===== src/rtl/uart_tx_frame_packer.sv =====
// uart_tx_frame_packer: packs AXIS bytes LSB-first into FRAME_WIDTH-bit frames queued in a FWFT FIFO.
// Define TX_PACK_TLAST_EN to add s_axis_tlast, which flushes a zero-filled partial frame.
module uart_tx_frame_packer #(
    parameter int FRAME_WIDTH = 64,
    parameter int FIFO_DEPTH  = 4
) (
    input  logic                        clk,
    input  logic                        rst_n,
    input  logic [7:0]                  s_axis_tdata,
    input  logic                        s_axis_tvalid,
    output logic                        s_axis_tready,
`ifdef TX_PACK_TLAST_EN
    input  logic                        s_axis_tlast,
`endif
    output logic [FRAME_WIDTH-1:0]      m_axis_tdata,
    output logic                        m_axis_tvalid,
    input  logic                        m_axis_tready,
    output logic [$clog2(FIFO_DEPTH):0] fifo_level
);
    localparam int N     = FRAME_WIDTH / 8;
    localparam int CNT_W = (N > 1) ? $clog2(N) : 1;
    localparam int PTR_W = $clog2(FIFO_DEPTH);
    localparam int LVL_W = PTR_W + 1;
    localparam logic [CNT_W-1:0] LAST_CNT = CNT_W'(N - 1);
    localparam logic [LVL_W-1:0] FULL_LVL = LVL_W'(FIFO_DEPTH);

    logic [FRAME_WIDTH-1:0] pack_q, pack_d;
    logic [CNT_W-1:0]       byte_cnt_q, byte_cnt_d;
    logic [FRAME_WIDTH-1:0] mem_q [FIFO_DEPTH];
    logic [FRAME_WIDTH-1:0] mem_d [FIFO_DEPTH];
    logic [PTR_W-1:0]       wr_ptr_q, wr_ptr_d;
    logic [PTR_W-1:0]       rd_ptr_q, rd_ptr_d;
    logic [LVL_W-1:0]       level_q, level_d;

    logic                   last_byte;
    logic                   flush;
    logic                   fifo_full;
    logic                   fifo_empty;
    logic                   in_xfer;
    logic                   push;
    logic                   pop;
    logic [FRAME_WIDTH-1:0] frame_data;

    // Handshake decode; tready depends only on registered state (and tlast), never on m_axis_tready.
    always_comb begin
        last_byte = (byte_cnt_q == LAST_CNT);
`ifdef TX_PACK_TLAST_EN
        flush     = last_byte || s_axis_tlast;
`else
        flush     = last_byte;
`endif
        fifo_full     = (level_q == FULL_LVL);
        fifo_empty    = (level_q == '0);
        s_axis_tready = !(flush && fifo_full);
        in_xfer       = s_axis_tvalid && s_axis_tready;
        push          = in_xfer && flush;
        pop           = !fifo_empty && m_axis_tready;
        // Slots above byte_cnt are already zero, so this also zero-fills a flushed partial frame.
        frame_data    = pack_q | (FRAME_WIDTH'(s_axis_tdata) << {byte_cnt_q, 3'b000});
    end

    // NOTE: every always_comb output gets a default first so no path leaves it unassigned (no latch).
    always_comb begin
        pack_d     = pack_q;
        byte_cnt_d = byte_cnt_q;
        mem_d      = mem_q;
        wr_ptr_d   = wr_ptr_q;
        rd_ptr_d   = rd_ptr_q;
        level_d    = level_q;

        if (in_xfer) begin
            if (push) begin
                pack_d     = '0;
                byte_cnt_d = '0;
            end else begin
                pack_d     = frame_data;
                byte_cnt_d = byte_cnt_q + CNT_W'(1);
            end
        end

        if (push) begin
            mem_d[wr_ptr_q] = frame_data;
            wr_ptr_d        = wr_ptr_q + PTR_W'(1);
        end
        if (pop) begin
            rd_ptr_d = rd_ptr_q + PTR_W'(1);
        end

        case ({push, pop})
            2'b10:   level_d = level_q + LVL_W'(1);
            2'b01:   level_d = level_q - LVL_W'(1);
            default: level_d = level_q;
        endcase
    end

    // NOTE: the frame storage is reset too, so m_axis_tdata reads a defined 0 out of reset.
    // NOTE: sequential state uses non-blocking assignments so all flops update together at the edge.
    always_ff @(posedge clk or negedge rst_n) begin
        if (!rst_n) begin
            pack_q     <= '0;
            byte_cnt_q <= '0;
            wr_ptr_q   <= '0;
            rd_ptr_q   <= '0;
            level_q    <= '0;
            for (int i = 0; i < FIFO_DEPTH; i++) begin
                mem_q[i] <= '0;
            end
        end else begin
            pack_q     <= pack_d;
            byte_cnt_q <= byte_cnt_d;
            wr_ptr_q   <= wr_ptr_d;
            rd_ptr_q   <= rd_ptr_d;
            level_q    <= level_d;
            mem_q      <= mem_d;
        end
    end

    assign m_axis_tvalid = !fifo_empty;
    assign m_axis_tdata  = mem_q[rd_ptr_q];
    assign fifo_level    = level_q;

endmodule

===== config.mk =====
export PLATFORM = sky130hd
export DESIGN_NAME = uart_tx_frame_packer
export DESIGN_NICKNAME = d
export VERILOG_FILES = /design/src/rtl/uart_tx_frame_packer.sv
export SDC_FILE = /design/constraint.sdc
export NUM_CORES = 1
export LEC_CHECK = 0
export CORE_MARGIN = 5
export CORE_UTILIZATION = 54
export DETAILED_ROUTE_END_ITERATION = 10
export HOLD_SLACK_MARGIN = 0.12
export PLACE_DENSITY = 0.73
export RECOVER_POWER = 100
export SKIP_CTS_REPAIR_TIMING = 1
export SLEW_MARGIN = 20
export SYNTH_ARGS = -nofsm -noshare
export SYNTH_HDL_FRONTEND = slang
export SYNTH_SLANG_ARGS = --single-unit

===== constraint.sdc =====
create_clock -name clk -period 4.15 [get_ports clk]
set_clock_uncertainty 0.1 [all_clocks]
set_input_delay 0.83 -clock clk [delete_from_list [all_inputs] [get_ports clk]]
set_output_delay 0.83 -clock clk [all_outputs]
set_load 0.05 [all_outputs]

======== After elaboration in Yosys (flattened, before gate mapping) ========
Cells that the tools add are included.
storage, ports and cells
  output and inout port bits .............. 69
  logic and storage cells ................. 43
  register bits ........................... 330
operators by class
  shift-type cells ........................ 1
  order comparisons ....................... 3
  bitwise operators ....................... 3
  multiplexer cells ....................... 9
  reduce and logical (&&, ||, !) cells .... 9
  add/sub/neg operators ................... 5
  eq/ne operators ......................... 4
operators with widths
  cell                 count
  $bwmux 256           1
  $mux 64              4
  $bmux 64 s2          1
  $demux 64 s2         1
  $or 64x64->64        1
  $shl 8x6->64         1
  $add 3x1->3 const B  2
  $eq 3x3->1 const B   2
  $ge 3x3->1 const B   2
  $not 2->3            2
  $pmux 3 s2           1
  $logic_and 1x1->1    5
  $add 2x1->2 const B  2
  $logic_not 3->1      1
  $lt 3x1->1 const B   1
  $mux 3               1
  $sub 3x1->3 const B  1
  $eq 2x1->1 const B   1
  $eq 2x2->1 const B   1
  $logic_not 1->1      2
  $reduce_bool 2->1    1

======== Depth between registers and ports, before layout ========
Gate-level depths: netlist of run 1.
  word-level depth ........................ 7
  depth in mapped cells ................... 11
  gate-level depth less buffers ........... 11

======== Worst setup path after synthesis of run 1 ========
OpenSTA, ideal clock, no wires.
  path kind ............................... register to output
  from .................................... reg rd_ptr_q[0]
  to ...................................... out m_axis_tdata[25]
  arrival time ............................ 1.584 ns
  slack ................................... 1.636 ns
  required time ........................... 3.220 ns
  cell stages (with the launch flop) ...... 4
  cell sequence ........................... dfrtp_1 > buf_2 > buf_2 > mux4_2
on the way
  word-level cells in the longest chain between the ends .. 4
RTL lines
  element                                     line  source
  start: declaration                          32    logic [PTR_W-1:0] rd_ptr_q, rd_ptr_d;
  start signal: assignment                    112   rd_ptr_q <= rd_ptr_d;
  $not 2->3 (not written as such)             119   assign m_axis_tdata = mem_q[rd_ptr_q];
  $bmux 64 s2                                 119
  $mux 64 (not written as such) (2 in a row)  119
  end: declaration                            15    output logic [FRAME_WIDTH-1:0] m_axis_tdata,
Every way passes these cells. The select of a mux whose other input is x is not followed.

======== Final worst setup path of run 1 ========
  from .................................... reg rd_ptr_q[0]
  to ...................................... out m_axis_tdata[38]
Same word-level chain as after synthesis.

==> qor_table.md, run 1 <==
| Result | This run | Unit |
|---|---|---|
| Via count of the first global-routing pass | 8762 | - |
| First element of the critical path | rd_ptr_q[0] | - |
| Yosys synthesis warning count | 0 | - |
| Unrepaired setup endpoints after global routing | no | - |
| Leading cell type in the layout, fill and taps excluded | dfrtp_1 | - |
| Slew Viols, Final | 140 | - |
| Final setup violating endpoints | 0 | - |
| Core Rows | 60 | - |
| Remaining antenna violation count after routing | 0 | - |
| Number of levels the H-tree was split into | 2 | - |
| Setup slack of the critical path after layout | 0.238 | ns |
| Starting DRT DRC Count | 613 | - |
| Max frequency | 0.256 | GHz |
| Peak supply drop | 0.000477 | V |
| Floorplan die height | 174 | um |
| # diodes | 0 | - |
| Number of nets produced by synthesis | 919 | - |
| Register bit total from synthesis | 330 | - |
| Total congestion overflow | 0 | - |
| Final layout net count | 994 | - |
| Accumulated negative setup slack | 0 | ns |
| Highest net fanout along the worst path | 20 | - |
| Fin util | 0.624 | - |
| Total via count in the routed design | 8095 | - |
| Global-route wire length before repair | 50.3 | mm |
| Total cell area at the placement stage | 15600 | um^2 |
| Commonest cells after routing, fill and taps aside | dfrtp_1 (328), mux2_1 (258), dlygate4sd3_1 (69) | - |
| Static leakage power | 8.44 | nW |
| Worst rel slew slack | -0.550 | - |
| Full die area | 30300 | um^2 |
| Fraction of final layout cells with drive strength greater than 1 | 0.177 | - |
| Routed vias/inst | 6.05 | - |
| Post-synthesis cell type count | 30 | - |
| Hold Startpoint | mem_q[47] | - |
| Fill cells | 1977 | - |
| Total half-perimeter wirelength after legalization and detailed placement | 19.0 | mm |
| Startpoint class of the critical path | register | - |
| Worst slack on hold paths | 0.376 | ns |
| Number of ports placed on the die boundary | 81 | - |
| Synth Area per Inst | 16.2 | um^2 |
| Post-Syn Area | 14500 | um^2 |
| Post-layout min period | 3.91 | ns |
| CTS tree | yes | - |
| Post-route clock period utilization | 0.943 | - |
| Syn Inst Count | 899 | - |
| CP arrival | 2.98 | ns |
| Quantity of I/O buffers inserted on ports | 80 | - |
| Drt total wl | 30.4 | mm |
| TritonCTS Buffers | 36 | - |
| Placeable core area | 26700 | um^2 |
| Drc violations | 0 | - |
| Maximum capacitance violations | 4 | - |
| CTS clk-pin slew, worst paths | 0.06 | ns |
| # clock sinks | 330 | - |
| Endpoint type of the worst setup path | primary output | - |
| Placer's final routability congestion estimate | 0.751 | - |
| Horizontal extent of the die | 174 | um |
| Register-to-register setup slack | 0.87 | ns |
| Total GRT Usage | 0.206 | - |
| Largest net degree at the start of global routing | 93 | - |
| Critical setup path kind | register to primary output | - |
| Power density normalized to cell area | 783 | nW/um^2 |
| Share of the yosys chip area belonging to registers | 0.568 | - |
| Number of antenna violations at the first check in global routing | 1 | - |
| Clock Root Buffer | clkbuf_16 | - |
| Post-Place Worst Slack | 0.762 | ns |
| Clock latency on the worst-skew pair | 0.50 | ns |
| Final Instance Area | 16700 | um^2 |
| Effective utilization at floorplan | 0.544 | - |
| Layout overhead on the synthesized area | 14.6 | % |
| Failing checks | capacitance limit, slew limit | - |
| Final hold vios | 0 | - |
| Outcome | complete, but fails checks | - |
| Drt wl/cell | 22.7 | um |
| Actual transition at the worst max-transition pin | 2.32 | ns |
| CTS max path bufs | 3 | - |
| Data required, critical path | 3.22 | ns |
| Type of the worst min-delay path | register to register | - |
| Launch point of the worst reg-to-reg path | byte_cnt_q[0] | - |
| Detailed-router iteration count before antenna repair | 4 | - |
==> state kept, by name (all words and copies together) (netlist names) <==
register and count:
mem_q 256, rd_ptr_q 2, byte_cnt_q 3, wr_ptr_q 2, pack_q 64, fifo_level 3
==> per-layer routing <==
metal / part of all wire / up-vias / global-route usage
li1: - / 3544 / -
met4: 0.016 / 0 / 0.0419
met5: 0 / - / 0
met3: 0.042 / 34 / 0.0291
met2: 0.48 / 162 / 0.328
met1: 0.46 / 4355 / 0.310
==> metrics by stage <==
step	cells	power, W
2_1_floorplan	899	0.00854
3_5_place_dp	1277	0.0101
3_3_place_gp	1277	0.0100
5_1_grt	1338	0.0138
4_1_cts	1338	0.0133
6_report	1338	0.0131
==> Yosys cell counts, drive strengths merged <==
master / count / area share
buf: 45 / 0.026
a22o: 63 / 0.038
nor2: 4 / 0.0010
mux2: 258 / 0.20
o211a: 1 / 0.00069
mux2i: 1 / 0.00069
a31o: 32 / 0.019
or3: 1 / 0.00043
mux4: 64 / 0.099
xor2: 3 / 0.0018
nand2: 4 / 0.0010
o22ai: 1 / 0.00043
and2: 1 / 0.00043
and3b: 1 / 0.00060
a21o: 33 / 0.017
nor3b: 5 / 0.0029
xnor2: 3 / 0.0018
inv: 6 / 0.0015
clkbuf: 22 / 0.0057
o31a: 1 / 0.00060
nand4bb: 1 / 0.00077
dfrtp: 330 / 0.57
fa: 1 / 0.0014
nor2b: 11 / 0.0047
ha: 7 / 0.0060
==> cell families after synthesis <==
family,after synthesis,synth area share
compound gates,131,0.0760
xor+xnor,6,0.00361
fa+ha+maj,8,0.00740
buf+inv,73,0.0336
flops,330,0.568
mux,323,0.300
simple gates,28,0.0120
==> critical path: stages, from the launching register on <==
cell,delay [ns]
dfrtp_4,0.70
buf_4,0.41
mux4_2,0.56
dlygate4sd3_1,0.78
==> cell type report <==
cell class                      count  area [um^2]  area share
Tap cell                          341          427      0.0256
Inverter                            6         22.5     0.00135
Clock buffer                       51         1070      0.0641
Sequential cell                   330         8260       0.496
Multi-Input combinational cell    496         5810       0.348
Clock inverter                     10          103     0.00616
Timing Repair Buffer              104          980      0.0588
==> final timing paths <==
kind | endpoint | cells past startpoint
worst max-delay path | m_axis_tdata[38] | 3
worst min-delay path | mem_q[47] | 1
worst max register to register | mem_q[33] | 6
worst min register to register | mem_q[47] | 1
max in group asynchronous | mem_q[122] | 2
min in group asynchronous | mem_q[244] | 1
==> where the power goes <==
part	total, W	internal (W)	leakage [nW]	switching, W
clock network	0.00314	0.00191	0.582	0.00123
logic	0.00493	0.00207	3.42	0.00285
registers	0.00499	0.00431	4.44	0.000682
total	0.0131	0.00829	8.44	0.00476
Power figures use the tool's default switching activity.
==> inputs of run 2 (changes only) <==
- CTS_BUF_LIST: not set -> sky130_fd_sc_hd__clkbuf_4
==> qor_table.md, run 2 (synthesis results as in run 1) <==
| Result | This run | Unit |
|---|---|---|
| Quantity of I/O buffers inserted on ports | 80 | - |
| CTS tree | yes | - |
| Floorplan die height | 174 | um |
| Unrepaired setup endpoints after global routing | no | - |
| Count of cells along the worst register-to-register path | 5 | - |
| Peak supply drop | 0.000406 | V |
| Highest net fanout along the worst path | 17 | - |
| # clock sinks | 330 | - |
| Startpoint class of the critical path | register | - |
| Clock latency on the worst-skew pair | 0.68 | ns |
| Effective utilization at floorplan | 0.544 | - |
| Drc violations | 0 | - |
| Layout overhead on the synthesized area | 14.3 | % |
| Worst rel slew slack | -0.551 | - |
| Final layout net count | 1045 | - |
| Switching power summed over all nets | 0.00479 | W |
| TritonCTS Buffers | 85 | - |
| Full die area | 30300 | um^2 |
| Post-Place Worst Slack | 0.762 | ns |
| Core Rows | 60 | - |
| Biggest register | mem_q | - |
| Critical setup path kind | register to primary output | - |
| Hold-critical path depth | 1 | - |
| Total congestion overflow | 0 | - |
| Worst slack on hold paths | 0.378 | ns |
| Slew Viols, Final | 192 | - |
| Reg power frac | 0.387 | - |
| Routed vias/inst | 5.94 | - |
| CP bufs+invs | 2 | - |
| Static leakage power | 8.51 | nW |
| Drt wl/cell | 21.6 | um |
| Max frequency | 0.254 | GHz |
| CP arrival | 3.00 | ns |
| Largest registers | mem_q x256, pack_q x64 | - |
| Post-layout min period | 3.93 | ns |
| Drt total wl | 30.8 | mm |
| Type of the worst min-delay path | register to register | - |
| Met2 routed wirelength | 14.9 | mm |
| Peak per-stage delay on the critical path | 0.78 | ns |
| Number of ports placed on the die boundary | 81 | - |
| Leading cell type in the layout, fill and taps excluded | dfrtp_1 | - |
| Highest routing layer actually used | met4 | - |
| Launch point of the worst reg-to-reg path | byte_cnt_q[0] | - |
| Number of levels the H-tree was split into | 3 | - |
| Register-to-register setup slack | 0.51 | ns |
| Total half-perimeter wirelength after legalization and detailed placement | 19.0 | mm |
| Share of total power in combinational logic | 0.389 | - |
| Met3 layer wire length in the routed design | 1.08 | mm |
| Commonest cells after routing, fill and taps aside | dfrtp_1 (328), mux2_1 (258), clkbuf_4 (127) | - |
| Actual transition at the worst max-transition pin | 2.33 | ns |
| Total GRT Usage | 0.209 | - |
| Final Instance Area | 16600 | um^2 |
| Final hold vios | 0 | - |
| Placeable core area | 26700 | um^2 |
| Hold EP | mem_q[47] | - |
| Fraction of final layout cells with drive strength greater than 1 | 0.233 | - |
| Setup slack of the critical path after layout | 0.219 | ns |
| Cell Int Power | 0.00801 | W |
| Via count of the first global-routing pass | 9140 | - |
| Total via count in the routed design | 8449 | - |
| Crit path cell chain | buf_4 -> mux4_2 -> dlygate4sd3_1 | - |
| Total cell area at the placement stage | 15600 | um^2 |
| Global-route wire length before repair | 50.6 | mm |
| CTS clk-pin slew, worst paths | 0.07 | ns |
| Maximum capacitance violations | 5 | - |
| Critical Path Slowest Stage Cell | dlygate4sd3_1 | - |
| Remaining antenna violation count after routing | 0 | - |
| Hold Startpoint | mem_q[47] | - |
| Share of total power consumed by net switching | 0.374 | - |
| DRT met1 WL | 14.3 | mm |
| Outcome | complete, but fails checks | - |
| Placer's final routability congestion estimate | 0.751 | - |
| Final setup violating endpoints | 0 | - |
| Max reg flops | 256 | - |
| Clock Root Buffer | clkbuf_4 | - |
| Power density normalized to cell area | 770 | nW/um^2 |
| Clock power share | 0.224 | - |
| Worst R2R End | pack_q[54] | - |
| Number of antenna violations at the first check in global routing | 2 | - |
| Largest net degree at the start of global routing | 93 | - |
| Post-route clock period utilization | 0.947 | - |
| Starting DRT DRC Count | 450 | - |
| CTS max path bufs | 3 | - |
| Data required, critical path | 3.22 | ns |
| Horizontal extent of the die | 174 | um |
| Cell count along the critical path | 3 | - |
| Failing checks | capacitance limit, slew limit | - |
| Endpoint type of the worst setup path | primary output | - |
| Detailed-router iteration count before antenna repair | 4 | - |
| Family of cells with the greatest summed delay on the critical path | buffers and inverters | - |
## run 2: worst max path at each step
stage | start | to | slack [ns]
2_1_floorplan | rd_ptr_q[0] | m_axis_tdata[25] | 1.64
3_3_place_gp | rd_ptr_q[0] | m_axis_tdata[41] | 0.82
3_5_place_dp | rd_ptr_q[0] | m_axis_tdata[38] | 0.76
4_1_cts | rd_ptr_q[0] | m_axis_tdata[38] | -0.03
5_1_grt | rst_n | pack_q[5] | 0.05
6_report | rd_ptr_q[0] | m_axis_tdata[41] | 0.22
## run 2: per-layer routing
metal,up-vias,global-route usage
met3,41,0.0372
met2,175,0.326
met1,4531,0.304
met4,0,0.0627
met5,-,0
li1,3702,-
## run 2: cell type report
cell class | count | area, um^2
flip-flops and latches | 330 | 8260
clock buffers | 125 | 938
diodes | 1 | 2.50
fillers | 2040 | 10100
multi-input cells | 496 | 5800
well taps | 341 | 427
clock inverters | 17 | 173
inverters | 6 | 22.5
repair buffers | 106 | 1000
## run 2: power by group through the flow
stage	Clock, W	Combinational [W]	Sequential, W
global placement	0	0.00500	0.00501
detailed placement	0	0.00511	0.00503
global route	0.00314	0.00532	0.00509
finish	0.00287	0.00497	0.00496
floorplan	0	0.00378	0.00476
CTS	0.00296	0.00513	0.00499
## run 2: stage by stage
stage | cells | total power [W] | util | TNS (ns)
after global routing | 1422 | 0.0136 | 0.622 | 0
after floorplan | 899 | 0.00854 | - | 0
after detailed placement | 1277 | 0.0101 | 0.585 | 0
final | 1422 | 0.0128 | 0.622 | 0
after global placement | 1277 | 0.0100 | 0.585 | 0
after CTS | 1419 | 0.0131 | 0.627 | -0.0439
